[src/rtl/game_pkg.sv]
// rtl/game_pkg.sv - shared screen geometry, position types and mover state encoding
package game_pkg;

  localparam int SCREEN_W = 640;
  localparam int SCREEN_H = 480;

  typedef logic [9:0] pos_x_t;
  typedef logic [8:0] pos_y_t;

  typedef enum logic [1:0] {
    ST_PLAY     = 2'd0,
    ST_FROZEN   = 2'd1,
    ST_FINISHED = 2'd2
  } mover_state_t;

  // Move one axis by dir*step and pin the result inside 0..max_pos.
  function automatic int clamp_step(input int pos, input int dir, input int step,
                                    input int max_pos);
    int t;
    t = pos + dir * step;
    if (t < 0) return 0;
    if (t > max_pos) return max_pos;
    return t;
  endfunction

endpackage

[src/rtl/move_tick_gen.sv]
// rtl/move_tick_gen.sv - free-running 0..TICK_DIV-1 counter producing the movement tick
module move_tick_gen #(
  parameter int TICK_DIV = 833333
) (
  input  logic clk,
  input  logic reset,
  input  logic clear,
  output logic tick
);

  localparam int CW = (TICK_DIV > 2) ? $clog2(TICK_DIV) : 1;
  localparam logic [CW-1:0] LAST = CW'(TICK_DIV - 1);

  logic [CW-1:0] count;

  assign tick = (count == LAST);

  always_ff @(posedge clk or negedge reset) begin
    if (!reset) begin
      count <= '0;
    end else if (clear || tick) begin
      count <= '0;
    end else begin
      count <= count + CW'(1);
    end
  end

endmodule

[src/rtl/player_mover.sv]
// rtl/player_mover.sv - tick-paced player position with edge saturation and play/frozen/finished FSM
// Define PLAYER_MOVER_DIAG_EN to let x and y both move on the same tick.
module player_mover
  import game_pkg::*;
#(
  parameter int START_X  = 320,
  parameter int START_Y  = 440,
  parameter int STEP     = 4,
  parameter int TICK_DIV = 833333,
  parameter int FINISH_Y = 20
) (
  input  logic       clk,
  input  logic       reset,
  input  logic       btn_left,
  input  logic       btn_right,
  input  logic       btn_up,
  input  logic       btn_down,
  input  logic       freeze,
  input  logic       restart,
  output logic [9:0] current_x,
  output logic [8:0] current_y,
  output logic       step_valid,
  output logic       at_finish
);

  localparam pos_x_t START_XV = pos_x_t'(START_X);
  localparam pos_y_t START_YV = pos_y_t'(START_Y);

  mover_state_t state_q, state_d;
  pos_x_t       x_q, x_d;
  pos_y_t       y_q, y_d;
  logic         sv_q, sv_d;
  logic         tick;
  int           dx, dy, nx, ny;

  move_tick_gen #(
    .TICK_DIV(TICK_DIV)
  ) u_tick (
    .clk  (clk),
    .reset(reset),
    .clear(restart),
    .tick (tick)
  );

  always_comb begin
    state_d = state_q;
    x_d     = x_q;
    y_d     = y_q;
    sv_d    = 1'b0;
    dx      = 0;
    dy      = 0;

    // Opposing buttons cancel on their axis.
    if (btn_right && !btn_left) dx = 1;
    else if (btn_left && !btn_right) dx = -1;
    if (btn_down && !btn_up) dy = 1;
    else if (btn_up && !btn_down) dy = -1;
`ifndef PLAYER_MOVER_DIAG_EN
    if (dy != 0) dx = 0;
`endif

    nx = clamp_step(int'(x_q), dx, STEP, SCREEN_W - 1);
    ny = clamp_step(int'(y_q), dy, STEP, SCREEN_H - 1);

    if (restart) begin
      state_d = ST_PLAY;
      x_d     = START_XV;
      y_d     = START_YV;
    end else if (state_q == ST_PLAY) begin
      if (freeze) begin
        state_d = ST_FROZEN;
      end else if (tick) begin
        x_d  = pos_x_t'(nx);
        y_d  = pos_y_t'(ny);
        sv_d = (x_d != x_q) || (y_d != y_q);
        if (ny <= FINISH_Y) state_d = ST_FINISHED;
      end
    end
  end

  always_ff @(posedge clk or negedge reset) begin
    if (!reset) begin
      state_q <= ST_PLAY;
      x_q     <= START_XV;
      y_q     <= START_YV;
      sv_q    <= 1'b0;
    end else begin
      state_q <= state_d;
      x_q     <= x_d;
      y_q     <= y_d;
      sv_q    <= sv_d;
    end
  end

  assign current_x  = x_q;
  assign current_y  = y_q;
  assign step_valid = sv_q;
  assign at_finish  = (state_q == ST_FINISHED);

endmodule

[config.mk]
export PLATFORM = sky130hd
export DESIGN_NAME = player_mover
export DESIGN_NICKNAME = d
export VERILOG_FILES = /design/src/rtl/game_pkg.sv /design/src/rtl/move_tick_gen.sv /design/src/rtl/player_mover.sv
export SDC_FILE = /design/constraint.sdc
export NUM_CORES = 1
export LEC_CHECK = 0
export ABC_AREA = 1
export CAP_MARGIN = 0
export CELL_PAD_IN_SITES_DETAIL_PLACEMENT = 0
export CELL_PAD_IN_SITES_GLOBAL_PLACEMENT = 2
export CORE_ASPECT_RATIO = 0.8
export CORE_UTILIZATION = 25
export DETAILED_ROUTE_END_ITERATION = 12
export PLACE_DENSITY = 0.69
export SLEW_MARGIN = 20
export SYNTH_ARGS = -nofsm -noshare
export SYNTH_HDL_FRONTEND = slang
export SYNTH_SLANG_ARGS = --single-unit
[constraint.sdc]
create_clock -name clk -period 4.35 [get_ports clk]
set_input_delay 0.6525 -clock clk [delete_from_list [all_inputs] [get_ports clk]]
set_output_delay 0.6525 -clock clk [all_outputs]
set_load 0.005 [all_outputs]
-- After elaboration in Yosys (flattened, before gate mapping)
Index checks and enable logic that the tools add are counted.
- add/sub/neg operators: 3
- multipliers: 0
- divide/modulo/power cells: 0
- $lt $le $gt $ge: 5
- equality and inequality tests: 5
- shift-type cells: 0
- muxes and demuxes: 35
- bitwise gates (word level): 0
- reductions and logical operators: 18
- operator list (operator ; number):
    $mux W32 ; 4
    $mux W30 ; 3
    $mux W10 ; 7
    $lt A32 B1 Y1 const B ; 2
    $mux W9 ; 5
    $add A10 B32 Y32 ; 1
    $add A11 B32 Y32 ; 1
    $gt A32 B10 Y1 const B ; 1
    $gt A32 B11 Y1 const B ; 1
    $le A32 B6 Y1 const B ; 1
    $reduce_bool A32 Y1 ; 1
    $add A20 B1 Y20 const B ; 1
    $eq A20 B20 Y1 const B ; 1
    $mux W20 ; 1
    $mux W1 ; 10
    $mux W2 ; 5
    $ne A10 B10 Y1 ; 1
    $ne A9 B9 Y1 ; 1
    $reduce_and A3 Y1 ; 2
    $reduce_bool A3 Y1 ; 2
    $logic_and A1 B1 Y1 ; 4
    $logic_not A1 Y1 ; 4
    $reduce_bool A2 Y1 ; 2
    $eq A2 B2 Y1 const B ; 1
    3 further kinds ; 4
- register bits: 42
- latch bits: 0
- RAM bits: 0
- bits in read-only memories: 0
- bits of input ports: 8
- output and inout port bits: 21
- logic and storage cells: 71
- memories: 0

-- Logic depth before layout (Yosys ltp)
- depth in word-level cells: 18
- mapped depth: 31
- gate-level depth less buffers: 30

-- Modules after synthesis
A second synthesis with hierarchy kept.
- cells, all modules: 602
- area, all modules: 3951.3 um^2
- modules (own cells, without submodules) (module ; times used ; cells each ; area an instance (um^2) ; seq. area each (um^2)):
    player_mover ; 1 ; 444 ; 2781.4 ; 559.3
    move_tick_gen ; 1 ; 158 ; 1169.9 ; 500.5

-- Worst setup path before layout
Ideal clock, no wire load.
- path type: input to register
- start point: input btn_down
- end point: register sv_q, in the netlist step_valid
- library setup time: 0.124 ns
- data arrival time: 4.005 ns
- data required time: 4.226 ns
- slack: 0.222 ns
- cell stages on the path: 25
- buffers on the path: 1
- cells stage by stage: inv_1 ha_1 nand2_1 inv_1 ha_1 a21oi_1 nand2_1 nand3_1 nand2_1 a21oi_1 ha_1 nand2_1 nor4_1 nand3_1 o21ai_0 nand2_1 nand3_1 buf_4 nand3_1 inv_1 nor2_1 nor2_1 nand4_1 nor2_1 nor2_1
- word-level cells in the longest chain between the ends: 18
- elaborated cells between the ends (all ways): 32
- classes of those cells: add/sub: 2; order compare: 4; eq/ne: 2; mux: 19; reduce/logical: 5
- RTL lines (element ; line ; source):
    start, declared ; player_mover.sv:17 ; input logic btn_down,
    $logic_not A1 Y1 ; player_mover.sv:57 ; else if (btn_up && !btn_down) dy = -1;
    $logic_and A1 B1 Y1 ; player_mover.sv:57 ;
    $mux W32 ; player_mover.sv:57 ;
    $mux W32 (*) ; player_mover.sv:56 ; if (btn_down && !btn_up) dy = 1;
    $reduce_bool A32 Y1 ; player_mover.sv:59 ; if (dy != 0) dx = 0;
    $mux W30 ; player_mover.sv:59 ;
    $add A11 B32 Y32 ; game_pkg.sv:20 ; t = pos + dir * step;
    $gt A32 B11 Y1 ; game_pkg.sv:22 ; if (t > max_pos) return max_pos;
    (+3 left out) ; - ;
    $mux W10 ; game_pkg.sv:22 ;
    $ne A10 B10 Y1 ; player_mover.sv:75 ; sv_d = (x_d != x_q) || (y_d != y_q);
    $logic_or A1 B1 Y1 (*) ; player_mover.sv:75 ;
    $mux W1 (*) ; player_mover.sv:72 ; end else if (tick) begin
    $mux W1 (*) ; player_mover.sv:70 ; if (freeze) begin
    $mux W1 (*) ; player_mover.sv:69 ; end else if (state_q == ST_PLAY) begin
    $mux W1 (*) ; player_mover.sv:65 ; if (restart) begin
    net sv_d ; player_mover.sv:32 ; logic sv_q, sv_d;
    end signal, assigned ; player_mover.sv:91 ; sv_q <= sv_d;
    end, declared ; player_mover.sv:32 ;
Mark *: on every way through the listed nets, which the timed path passes. The rest lies on a longest branch. The select of a mux whose other input is x is not followed.
A chain may end at the register's enable or synchronous reset.

-- Worst setup path after layout
- start point: input btn_up
- end point: register sv_q, in the netlist step_valid
- word-level cells in the longest chain between the ends: 17
- elaborated cells between the ends (all ways): 32
- classes of those cells: add/sub: 2; order compare: 4; eq/ne: 2; mux: 19; reduce/logical: 5
- RTL lines (element ; line ; source):
    start, declared ; player_mover.sv:16 ; input logic btn_up,
    $logic_and A1 B1 Y1 / $logic_not A1 Y1 (equally long branches) ; player_mover.sv:57, player_mover.sv:56 ;
    $mux W32 / $logic_and A1 B1 Y1 (equally long branches) ; player_mover.sv:57, player_mover.sv:56 ;
    $mux W32 (*) ; player_mover.sv:56 ;
    $reduce_bool A32 Y1 ; player_mover.sv:59 ;
    $mux W30 ; player_mover.sv:59 ;
    $add A11 B32 Y32 ; game_pkg.sv:20 ;
    $gt A32 B11 Y1 ; game_pkg.sv:22 ;
    $mux W1 (2 in a row) ; game_pkg.sv:22 ;
    $mux W10 ; game_pkg.sv:23 ; return t;
    $mux W10 ; game_pkg.sv:22 ;
    $ne A10 B10 Y1 ; player_mover.sv:75 ;
    $logic_or A1 B1 Y1 (*) ; player_mover.sv:75 ;
    $mux W1 (*) ; player_mover.sv:72 ;
    $mux W1 (*) ; player_mover.sv:70 ;
    $mux W1 (*) ; player_mover.sv:69 ;
    $mux W1 (*) ; player_mover.sv:65 ;
    net sv_d ; player_mover.sv:32 ;
Marks and branches as above.

==> impl_metrics.env <==
export IMPL_drive_above_1_share=0.2312
export IMPL_num_fill_cells=1572
export IMPL_antenna_violating_nets_post_route=0
export IMPL_critical_path_top_cell_by_count="sky130_fd_sc_hd__nand2_1"
export IMPL_weighted_congestion_at_the_end_of_routability_driven_global_placement=0.8343
export IMPL_cts_hold_buffers=0
export IMPL_critPathKind="in2reg"
export IMPL_die_width_um=137.9
export IMPL_coreArea_sq_um=14350
export IMPL_status="finished, final reports clean"
export IMPL_asyncSetResetFlopFracSynth=1.000
export IMPL_timing_hold_ws_ps=339.4
export IMPL_cts_tree="built"
export IMPL_design_die_area_sq_um=15260
export IMPL_worstSkewPairLatency_ps=290
export IMPL_grt_total_usage=0.1600
export IMPL_reg2regPathDepth=26
export IMPL_hold_class="in2async"
export IMPL_timing_final_max_slew_violations=0
export IMPL_wl_mm=11.52
export IMPL_postLayoutCoreUtil=0.3656
export IMPL_cts_max_path_buffers=2
export IMPL_drt_iter0_drc=216
export IMPL_critPathRequiredTime_ps=4520
export IMPL_cts_sinks=42
export IMPL_yosys_register_bits=42
export IMPL_synth_area_sq_um=3691
export IMPL_drt_drc_violations_left=0
export IMPL_max_clock_freq_mhz=251.6
export IMPL_row_count=39
export IMPL_power_density_nw_per_um2=209.6
export IMPL_hpwlAfterDp_mm=9.061
export IMPL_first_pass_iters=4
export IMPL_max_vdd_ir_drop_v=0.0001570
export IMPL_syn_nets=610
export IMPL_finalNetCount=727
export IMPL_via_count_of_the_first_global_routing_pass=3840
export IMPL_critical_path_capture_point_type="register"
export IMPL_ys_types=39
export IMPL_timing_critical_path_depth=29
export IMPL_worst_path_dominant_cell_family="simple AND/OR/NAND/NOR gates"
export IMPL_synth_yosys_seq_area_share=0.2871
export IMPL_slew_limit_headroom=0.6247
export IMPL_netlist_instances=574
export IMPL_clk_pin_slew_ps=70
export IMPL_total_of_warnings_raised_by_yosys=0
export IMPL_grt_first_pass_wirelength_mm=19.35
export IMPL_timing_critical_path_slowest_stage_cell="sky130_fd_sc_hd__fa_2"
export IMPL_count_of_flip_flops_with_a_built_in_enable_after_synthesis=0
export IMPL_io_buffer_count=28
export IMPL_fin_crit_sh=0.9138
export IMPL_antenna_cells_inserted=0
export IMPL_dp_cells=857
export IMPL_register_cell_area_after_layout_sq_um=1060
export IMPL_path_max_fanout=8
export IMPL_hold_viol_final=0
export IMPL_critical_path_max_stage_delay_ps=330
export IMPL_ys_dominant_reg_cell="sky130_fd_sc_hd__dfrtp_1"
export IMPL_cts_buffers_inserted=5
export IMPL_grt_overflow_total=0
export IMPL_synthesis_area_per_instance_sq_um=6.430
export IMPL_critPathArrivalTime_ps=4150
export IMPL_die_h_um=110.7
export IMPL_via_count=3999
export IMPL_clk_root_buffer_cell="sky130_fd_sc_hd__clkbuf_16"
export IMPL_via_cell_ratio=4.565
export IMPL_ios=29
export IMPL_post_drt_wl_per_cell_um=13.15
export IMPL_grt_setup_unrepaired="false"
export IMPL_initial_core_util=0.2573
export IMPL_power_leakage_nw=2.608
export IMPL_timing_final_crit_period_ps=3975
export IMPL_final_cell_count_without_fillers=876
export IMPL_timing_final_setup_violations=0
export IMPL_worst_pin_slew_ps=563.0
export IMPL_htree_levels=2
export IMPL_grt_start_max_net_pins=43
export IMPL_clock_skew_after_layout_ps=7.854
export IMPL_syn_to_final_growth_pct=42.10
export IMPL_count_of_max_cap_constraint_violations=0
export IMPL_grt_antenna_before_repair=0
export IMPL_crit_buf_inv=7
export IMPL_timing_critical_path_from_type="input pin"
export IMPL_area_of_combinational_cells_with_multiple_inputs_sq_um=2472
[synth_stat cells (2+ instances only)]
cell                       count  area (sq um)
sky130_fd_sc_hd__nand2_1     157         589.3
sky130_fd_sc_hd__inv_1        84         315.3
sky130_fd_sc_hd__nor2_1       75         281.5
sky130_fd_sc_hd__nand3_1      46         230.2
sky130_fd_sc_hd__dfrtp_1      35         875.8
sky130_fd_sc_hd__a21oi_1      32         160.2
sky130_fd_sc_hd__ha_1         27         337.8
sky130_fd_sc_hd__o21ai_0      22         110.1
sky130_fd_sc_hd__nand4_1      13         81.33
sky130_fd_sc_hd__nor3_1        8         40.04
sky130_fd_sc_hd__dfstp_2       7         183.9
sky130_fd_sc_hd__a22oi_1       6         45.04
sky130_fd_sc_hd__o21ai_1       6         30.03
sky130_fd_sc_hd__o22ai_1       6         37.54
sky130_fd_sc_hd__a31oi_1       5         31.28
sky130_fd_sc_hd__nand2_2       5         31.28
sky130_fd_sc_hd__nor2_2        5         31.28
sky130_fd_sc_hd__clkbuf_1      3         11.26
sky130_fd_sc_hd__clkinv_1      3         11.26
sky130_fd_sc_hd__nor4_1        3         18.77
sky130_fd_sc_hd__o21a_1        3         22.52
sky130_fd_sc_hd__a21boi_1      2         15.01
sky130_fd_sc_hd__nand3b_1      2         15.01
sky130_fd_sc_hd__or2_2         2         12.51
sky130_fd_sc_hd__xnor2_1       2         17.52
sky130_fd_sc_hd__xor2_1        2         17.52
[layout make-up]
type,instances,share of cell area
Inverter,88,0.06369
Clock buffer,5,0.02385
Tap cell,184,0.04389
Multi-Input combinational cell,438,0.4714
Clock inverter,3,0.004771
Timing Repair Buffer,116,0.1904
Sequential cell,42,0.2021
[final timing paths]
path                                       startpoint                          to  slack [ps]
setup / recovery                               btn_up        step_valid$_DFF_PN0_         370
hold / removal                                  reset   u_tick.count[6]$_DFF_PN0_         340
setup reg to reg             current_y[3]$_DFFE_PN1P_      state_q[1]$_DFFE_PN0P_         870
hold reg to reg            u_tick.count[18]$_DFF_PN0_  u_tick.count[18]$_DFF_PN0_         500
max in group asynchronous                       reset    current_y[4]$_DFFE_PN1P_        3600
min in group clk           u_tick.count[18]$_DFF_PN0_  u_tick.count[18]$_DFF_PN0_         500
[state kept, by name, summed over array words and instances, names as in the netlist]
register and flops:
u_tick.count 20, current_x 10, current_y 9, state_q 2
step_valid 1
[cell usage in the layout (no fill, tap or decap), drive strengths merged]
master | Yosys | final
nand3 | 46 | 46
a22oi | 6 | 6
clkdlybuf4s50 | 0 | 23
clkinvlp | 0 | 2
o21a | 3 | 3
fa | 1 | 1
o21ai | 29 | 29
a31oi | 5 | 5
dfstp | 7 | 7
nand3b | 2 | 2
nor2 | 81 | 81
nand4 | 13 | 13
nand2 | 162 | 162
xor2 | 3 | 3
buf | 3 | 88
dfrtp | 35 | 35
nor4 | 3 | 3
o21bai | 1 | 1
xnor2 | 3 | 3
a21boi | 2 | 2
or2 | 2 | 2
nor3b | 1 | 1
inv | 85 | 85
nor3 | 8 | 8
clkbuf | 3 | 6
a21oi | 33 | 33
dlymetal6s2s | 0 | 4
o211ai | 1 | 1
o22ai | 6 | 6
ha | 27 | 27
clkinv | 3 | 4
[worst register-to-register path, delay by kind of cell, from the launching register on]
kind,cells,cell delay [ps]
DFF,1,610
AOI/OAI and AO/OA,5,740
adders and majority gates,2,440
and+or+nand+nor,17,1500
buffers and inverters,2,110
[routing by layer]
layer	up-vias	wire length (um)	global-route usage
met4	0	57	0.02609
met5	-	0	0
met3	4	386	0.02469
li1	2102	-	-
met2	67	4584	0.2247
met1	1826	6493	0.2548
[per-stage QoR]
| stage | setup WS, ps | setup TNS, ps | power (mW) | instance area [sq um] |
|---|---|---|---|---|
| floorplan | 221.6 | 0 | 0.5480 | 3691 |
| global placement | -481.9 | -2645 | 0.6762 | 4753 |
| detailed placement | -578.4 | -3490 | 0.6745 | 4753 |
| CTS | 20.70 | 0 | 1.092 | 5050 |
| global route | 124.4 | 0 | 1.167 | 5245 |
| finish | 374.8 | 0 | 1.099 | 5245 |
[logic make-up (layout without fill, tap and decap cells)]
group,count (synthesis),in the layout,synth area share
compound gates,86,86,0.1332
xor+xnor,6,6,0.01831
fa+ha+maj,28,28,0.09695
buf+inv,94,212,0.09864
flops,42,42,0.2871
simple gates,318,318,0.3658
[repair_timing]
| action | in CTS | in global routing |
|---|---|---|
| pin swaps | 2 | 15 |
| buffers inserted | 6 | 5 |
| gates resized for setup | 15 | 36 |
| gates cloned | 0 | 1 |
| endpoints found under the setup margin | 7 | 9 |
[power breakdown]
group	switching (mW)	leakage, nW	internal (mW)
clock network	0.177	0.0704	0.216
logic	0.165	1.98	0.144
registers	0.00270	0.559	0.394
Note: power is estimated with default switching activity, not from simulation.
